==> src/rtl/fetch_stage_pkg.sv <==
// Shared definitions for the instruction-fetch stage: bubble encoding and fetch FSM states.
package fetch_stage_pkg;

    // addi x0,x0,0
    localparam logic [31:0] FETCH_NOP = 32'h0000_0013;

    typedef enum logic [1:0] {
        S_REQ  = 2'd0,
        S_WAIT = 2'd1,
        S_HOLD = 2'd2
    } fetch_state_t;

endpackage

==> src/rtl/fetch_hold_buf.sv <==
// One-entry {inst, pc} holding register that parks a response which arrived while decode was stalled.
module fetch_hold_buf
    import fetch_stage_pkg::*;
(
    input  logic        clk,
    input  logic        rst_n,
    input  logic        load,
    input  logic        clear,
    input  logic [31:0] load_inst,
    input  logic [31:0] load_pc,
    output logic        full,
    output logic [31:0] inst,
    output logic [31:0] pc
);

    // clear wins so a redirect always empties the entry
    always_ff @(posedge clk or negedge rst_n) begin
        if (!rst_n) begin
            full <= 1'b0;
            inst <= FETCH_NOP;
            pc   <= 32'h0000_0000;
        end else if (clear) begin
            full <= 1'b0;
        end else if (load) begin
            full <= 1'b1;
            inst <= load_inst;
            pc   <= load_pc;
        end
    end

endmodule

==> src/rtl/fetch_stage.sv <==
// Instruction-fetch stage: owns the PC, keeps one memory read in flight and feeds decode.
//   state  | meaning
//   S_REQ  | request valid at pc, waiting for mem_req_ready
//   S_WAIT | request accepted, waiting for the response (dropped if discard is set)
//   S_HOLD | response parked in the hold buffer until stall_flg falls
module fetch_stage
    import fetch_stage_pkg::*;
#(
    parameter logic [31:0] RESET_PC = 32'h0000_0000,
    parameter logic [31:0] NOP_INST = FETCH_NOP
) (
    input  logic        clk,
    input  logic        rst_n,
    output logic        mem_req_valid,
    input  logic        mem_req_ready,
    output logic [31:0] mem_req_addr,
    input  logic        mem_resp_valid,
    input  logic [31:0] mem_resp_data,
    input  logic        branch_hit,
    input  logic [31:0] branch_target,
    input  logic        stall_flg,
    output logic [31:0] output_inst,
    output logic [31:0] output_reg_pc
);

    fetch_state_t state, state_nxt;
    logic [31:0]  pc, pc_nxt;
    logic [31:0]  req_pc, req_pc_nxt;
    logic [31:0]  inst_nxt, out_pc_nxt;
    logic [31:0]  target;
    logic         discard, discard_nxt;
    logic         started;
    logic         accept;
    logic         buf_load, buf_clear, buf_full;
    logic [31:0]  buf_inst, buf_pc;

    assign target        = branch_target & 32'hFFFF_FFFC;
    // started keeps the request low for the first cycle out of reset
    assign mem_req_valid = started && (state == S_REQ) && !buf_full;
    assign mem_req_addr  = pc;
    assign accept        = mem_req_valid && mem_req_ready;

    fetch_hold_buf u_hold_buf (
        .clk       (clk),
        .rst_n     (rst_n),
        .load      (buf_load),
        .clear     (buf_clear),
        .load_inst (mem_resp_data),
        .load_pc   (req_pc),
        .full      (buf_full),
        .inst      (buf_inst),
        .pc        (buf_pc)
    );

    always_ff @(posedge clk or negedge rst_n) begin
        if (!rst_n) begin
            state         <= S_REQ;
            pc            <= RESET_PC;
            req_pc        <= RESET_PC;
            discard       <= 1'b0;
            started       <= 1'b0;
            output_inst   <= NOP_INST;
            output_reg_pc <= RESET_PC;
        end else begin
            state         <= state_nxt;
            pc            <= pc_nxt;
            req_pc        <= req_pc_nxt;
            discard       <= discard_nxt;
            started       <= 1'b1;
            output_inst   <= inst_nxt;
            output_reg_pc <= out_pc_nxt;
        end
    end

    always_comb begin
        state_nxt   = state;
        pc_nxt      = pc;
        req_pc_nxt  = req_pc;
        discard_nxt = discard;
        inst_nxt    = output_inst;
        out_pc_nxt  = output_reg_pc;
        buf_load    = 1'b0;
        buf_clear   = 1'b0;

        if (branch_hit) begin
            // redirect overrides stall and any response; req_pc follows so bubbles carry the target
            pc_nxt      = target;
            req_pc_nxt  = target;
            inst_nxt    = NOP_INST;
            out_pc_nxt  = target;
            buf_clear   = 1'b1;
            discard_nxt = 1'b0;
            state_nxt   = S_REQ;
            if ((state == S_WAIT) && !mem_resp_valid) begin
                discard_nxt = 1'b1;
                state_nxt   = S_WAIT;
            end else if (accept) begin
                discard_nxt = 1'b1;
                state_nxt   = S_WAIT;
            end
        end else begin
            if (!stall_flg) begin
                inst_nxt   = NOP_INST;
                out_pc_nxt = req_pc;
            end
            unique case (state)
                S_REQ: begin
                    if (accept) begin
                        req_pc_nxt = pc;
                        pc_nxt     = pc + 32'd4;
                        state_nxt  = S_WAIT;
                    end
                end
                S_WAIT: begin
                    if (mem_resp_valid) begin
                        state_nxt = S_REQ;
                        if (discard) begin
                            discard_nxt = 1'b0;
                        end else if (!stall_flg) begin
                            inst_nxt   = mem_resp_data;
                            out_pc_nxt = req_pc;
                        end else begin
                            buf_load  = 1'b1;
                            state_nxt = S_HOLD;
                        end
                    end
                end
                S_HOLD: begin
                    if (!stall_flg) begin
                        inst_nxt   = buf_inst;
                        out_pc_nxt = buf_pc;
                        buf_clear  = 1'b1;
                        state_nxt  = S_REQ;
                    end
                end
                default: state_nxt = S_REQ;
            endcase
        end
    end

endmodule

==> config.mk <==
export PLATFORM = sky130hd
export DESIGN_NAME = fetch_stage
export DESIGN_NICKNAME = d
export VERILOG_FILES = /design/src/rtl/fetch_stage_pkg.sv /design/src/rtl/fetch_hold_buf.sv /design/src/rtl/fetch_stage.sv
export SDC_FILE = /design/constraint.sdc
export NUM_CORES = 1
export LEC_CHECK = 0
export CAP_MARGIN = 20
export CORE_ASPECT_RATIO = 0.8
export CORE_UTILIZATION = 35
export DETAILED_ROUTE_END_ITERATION = 12
export GPL_TIMING_DRIVEN = 0
export PLACE_DENSITY = 0.67
export RECOVER_POWER = 50
export SLEW_MARGIN = 20
export SYNTH_ARGS = -nofsm -noshare
export SYNTH_HDL_FRONTEND = slang
export SYNTH_SLANG_ARGS = --single-unit
==> constraint.sdc <==
create_clock -name clk -period 2.1 [get_ports clk]
set_clock_uncertainty 0.15 [all_clocks]
set_input_delay 0.42 -clock clk [delete_from_list [all_inputs] [get_ports clk]]
set_output_delay 0.42 -clock clk [all_outputs]
set_load 0.02 [all_outputs]
Yosys cells after proc, flatten, opt, wreduce, memory -nomap -nowiden --
Index checks and enable logic that the tools add are counted.
Storage, ports and cells: register bits 197, input port bits 70, output and inout bits 97, logic and storage cells 77
Operators by class: add/sub/neg operators 1, eq/ne operators 5, muxes and demuxes 44, bitwise operators 1, reduce and logical (&&, ||, !) cells 16
Operators with widths (number):
- $mux 32 | 18
- $pmux 32 s2 | 2
- $add 32x3->32 const B | 1
- $mux 1 | 17
- $mux 2 | 6
- $reduce_bool 2->1 | 5
- $ne 3x3->1 const B | 3
- $pmux 2 s3 | 1
- $reduce_and 2->1 | 3
- $logic_and 1x1->1 | 4
- $reduce_and 3->1 | 1
- $eq 2x1->1 const B | 1
- $eq 2x2->1 const B | 1
- $logic_not 1->1 | 2
- $logic_not 2->1 | 1
- $not 1->1 | 1

Depth between registers and ports, before layout --
Gate-level depths: netlist of run 1.
depth after elaboration 7, depth in mapped cells 10, gate-level depth less buffers 7

Hierarchy --
Synthesis of run 1 repeated with hierarchy kept, for this count alone.
Second synthesis, totals: cells, all modules 873, area total of the unflattened synthesis 9457.8 µm²
By module, submodules not included:
- fetch_stage | times used 1, cells an instance 734, area an instance 6720.2 µm², seq. area each 3231.8 µm²
- fetch_hold_buf | times used 1, cells an instance 139, area an instance 2737.6 µm², seq. area each 1630.3 µm²

Worst setup path after synthesis of run 1 --
OpenSTA, ideal clock, no wires.
kind register to register, start register state[0], end register pc[28] (netlist: mem_req_addr[28]), library setup time 0.087 ns, arrival 1.786 ns, required time 1.863 ns, slack 0.078 ns, cell stages (with the launch flop) 8, path buffers 0, period minus slack after synthesis 2.022 ns, cell sequence dfrtp_1 -> inv_1 -> ha_1 -> nand4b_4 -> nor4_4 -> nand3_2 -> o21a_1 -> a211oi_2
On the way: word-level cells in the longest chain between the ends 6, elaborated cells on any way between the ends 7, classes of those cells 7 x reduce/logical
Ends and longest elaborated chain:
- start, declared | RTL line fetch_stage.sv:26 | fetch_state_t state, state_nxt;
- start signal, assigned | RTL line fetch_stage.sv:65 | state <= state_nxt;
- $logic_not 2->1 (*) | RTL line fetch_stage.sv:39, fetch_stage.sv:106
- $logic_and 1x1->1 (2 in a row) | RTL line fetch_stage.sv:39 | assign mem_req_valid = started && (state == S_REQ) && !buf_full;
- $logic_and 1x1->1 | RTL line fetch_stage.sv:41 | assign accept = mem_req_valid && mem_req_ready;
- $reduce_bool 2->1 (no line)
- $reduce_and 2->1 (no line) (*)
- end signal, assigned | RTL line fetch_stage.sv:66 | pc <= pc_nxt;
- end, declared | RTL line fetch_stage.sv:27 | logic [31:0] pc, pc_nxt;
Mark *: on every way between the ends. The rest lies on a longest branch, timed or not. A chain may end at the register's enable or synchronous reset.

Worst setup path in the final report of run 1 --
start register pc[17] (netlist: mem_req_addr[17]), end output port mem_req_addr[17]
RTL lines:
- end, declared | RTL line fetch_stage.sv:16 | output logic [31:0] mem_req_addr,
No word-level cell between the ends.

==> summary.txt, run 1 <==
Clocking
  • Max Buffers Root-to-Sink: 2
  • H-Tree Depth: 4
  • CTS tree: yes
  • CTS clock-pin slew for the worst setup and hold paths: roughly 0.080 ns
  • Num CTS Buffers: 17
  • Clk Latency, worst-skew pair: 0.43 ns
  • CTS Root Cell: clkbuf_16
  • CTS sink cnt: 193

Die
  • Die X: ~180 um
  • Initial Util: ~36%
  • Row count: 51
  • Top Ports: roughly 170
  • Die area: about 25000 um^2
  • Core area: 24380 um^2
  • Die Y: ~140 um

Critical path
  • Top delay family on crit path: buffers and inverters
  • Worst-path maximum fanout: 5
  • CP arrival: ~1.5 ns
  • Crit path capture type: output port
  • CP Launch Type: register
  • WS Path Type: reg -> out
  • Worst stage delay on the critical path: 0.63 ns
  • CP max-delay cell: clkdlybuf4s50_1
  • WP data required: ~1.5 ns
  • CP Buf/Inv Count: 1
  • R2R Setup Slk: roughly 0.06 ns
  • CP cell instances: clkdlybuf4s50_1

Routing
  • Drc violations: 0
  • DR pass1 iterations: 5
  • Initial DRC Count: ~400
  • Via/cell ratio: roughly 5.3
  • Final wirelength: 25.47 mm
  • Via Count: slightly above 7000
  • DR WL/cell: about 19 um
  • Antenna Nets Post-Route: 0

Global routing
  • Initial antenna violation count: 0
  • Aggregate global routing overflow: 0
  • Largest net degree at the start of global routing: between 90 and 100
  • GRT Util Overall: approximately 20%
  • First-pass GRT wire length: 39.63 mm
  • Vias in the first global route: slightly above 7000

STA
  • Final hold violation count: 0
  • Max Clk Rate: approximately 0.48 GHz
  • Final worst setup slack: between 0.03 and 0.04 ns
  • Setup TNS: 0 ns
  • Hold Slack: ~0.30 ns
  • Fin crit share: 98.51%
  • Worst-Margin Slew: 0.6256 ns
  • Tmin final: 2.069 ns
  • Final setup violation count: 0
  • Pins Over Slew Limit: 0
  • Relative max-transition margin: 58.30%
  • Unrepaired setup endpoints after global routing: true

Final layout
  • Share of cells above drive strength 1: between 10% and 20%
  • Layout area overhead: 33.39%
  • Fillers: 2261
  • Post-route cell area: ~12000 um^2
  • Final #Nets: 1096
  • Multi-input gate area: between 3000 and 4000 um^2
  • Ant diodes: 0
  • Register Area: 4840 um^2

Logic synthesis
  • Post-synth top area share: a little over half
  • Post-synth top area cell: dfrtp_1
  • Fraction of registers with async set/reset: 100.0%
  • Synth cell count leaders: 187 x dfrtp_1, 104 x nor2_1, 89 x a21oi_1
  • Most frequent cell after synthesis: dfrtp_1
  • Post-synth EDFFs: 0
  • Syn Area/Cell: approximately 10 um^2
  • Synth Flop Type: dfrtp_1
  • Yosys Warn Count: 0
  • Synth Register Bits: just under 200
  • Mapped Cells: 830
  • Top post-synthesis cells by area: dfrtp_1 54%, mux2_2 8.0%, a21oi_1 5.1%
  • Synth cell types: 44
  • Sequential area share after synthesis: 55.71%
  • Mapped Area: between 8000 and 9000 um^2

Power and ir drop
  • VDD IR-drop max: roughly 0.00054 V
  • Pleak: 4.832 nW
  • Pwr Total: roughly 0.012 W
  • P per Cell Area: ~1000 nW/um^2

Placement
  • DP Worst Slack: -0.7433 ns
  • Routability Congestion: 0.7809
  • Input/output buffers: around 160
  • Area of placed instances: roughly 11000 um^2
  • HPWL Detailed: around 18 mm

Run
  • Max-cap violations: 0

Hold path
  • Worst min path class: in -> async

Outcome
  • Outcome: completed
[layout by cell type, fill, tap and decap left out, types with 5 or more instances in the layout]
cell type	instances
inv_8	6
nand2_1	84
buf_4	16
clkbuf_2	14
a22oi_1	59
dfrtp_1	185
a31oi_1	33
clkbuf_1	26
and3_1	7
nor2_1	104
xor2_1	22
buf_6	10
nand3_1	7
clkbuf_16	17
nand4_1	10
dlygate4sd2_1	24
clkdlybuf4s50_1	130
mux2_2	62
a22o_1	29
a21oi_1	88
o21ai_0	12
inv_1	5
dfstp_2	6
[layer usage]
metal	global-route usage [%]	part of all wire [%]	up-vias
li1	-	-	3344
met1	29.54	47	3597
met2	30.23	44	225
met3	4.579	6.4	34
met4	6.073	1.7	0
met5	0	0	-
[path summary, 6_finish.rpt]
kind | start | end | cells past startpoint
max in group asynchronous | rst_n | output_reg_pc[28] | 4
worst max register to register | state[0] | output_inst[18] | 7
worst max-delay path | mem_req_addr[17] | mem_req_addr[17] | 1
worst min-delay path | rst_n | output_inst[8] | 2
worst min register to register | output_inst[4] | output_inst[4] | 2
min in group clk | output_inst[4] | output_inst[4] | 2
[what timing repair did]
item,4_1_cts,5_1_grt
gates cloned,0,0
setup endpoints to repair,210,160
resized for setup,75,42
hold buffers,1,0
pin swaps,3,1
hold endpoints to repair,96,0
setup buffers,5,8
[power by group]
group	total [W]	switching, W	internal, W	leakage (nW)
Combinational	0.00335	0.00175	0.00159	2.21
Sequential	0.00522	0.000569	0.00466	2.33
Clock	0.00326	0.00165	0.00161	0.286
[state kept, by name, indices dropped and copies added (netlist names)]
name	cells
u_hold_buf.full	1
output_reg_pc	32
mem_req_addr	30
state	2
u_hold_buf.inst	32
started	1
output_inst	32
discard	1
u_hold_buf.pc	31
req_pc	31
[cells by family after synthesis]
kind of cell               after synthesis  share of synthesized area (%)
and+or+nand+nor                        242                          12.54
adders and majority gates                4                         0.5764
DFF                                    193                          55.71
AOI/OAI and AO/OA                      230                          17.02
other                                    2                        0.08649
xor gates and xnor gates                26                          2.622
muxes                                   63                          8.156
buffers and inverters                   70                          3.300
[area by class of cell]
type / instances / area share, %
inverters: 7 / 0.2269
clock buffers: 17 / 3.673
multi-input cells: 568 / 31.62
repair buffers: 177 / 14.82
plain buffers: 58 / 3.057
flip-flops and latches: 193 / 41.78
clock inverters: 15 / 1.383
well taps: 318 / 3.435
[per-stage QoR]
step,cells,utilization [%]
floorplan,831,-
global placement,1310,43.88
detailed placement,1312,44.13
CTS,1347,47.08
global route,1353,47.52
finish,1353,47.52
No activity file was read; power rests on OpenSTA's default activity.
==> run 2, diff against run 1 <==
CTS_BUF_LIST = sky130_fd_sc_hd__clkbuf_8 sky130_fd_sc_hd__clkbuf_16   (was not set)
GPL_ROUTABILITY_DRIVEN = 1   (was not set)
==> results of run 2 <==
No change in the layout: final DEF, timing and power equal those of run 1.
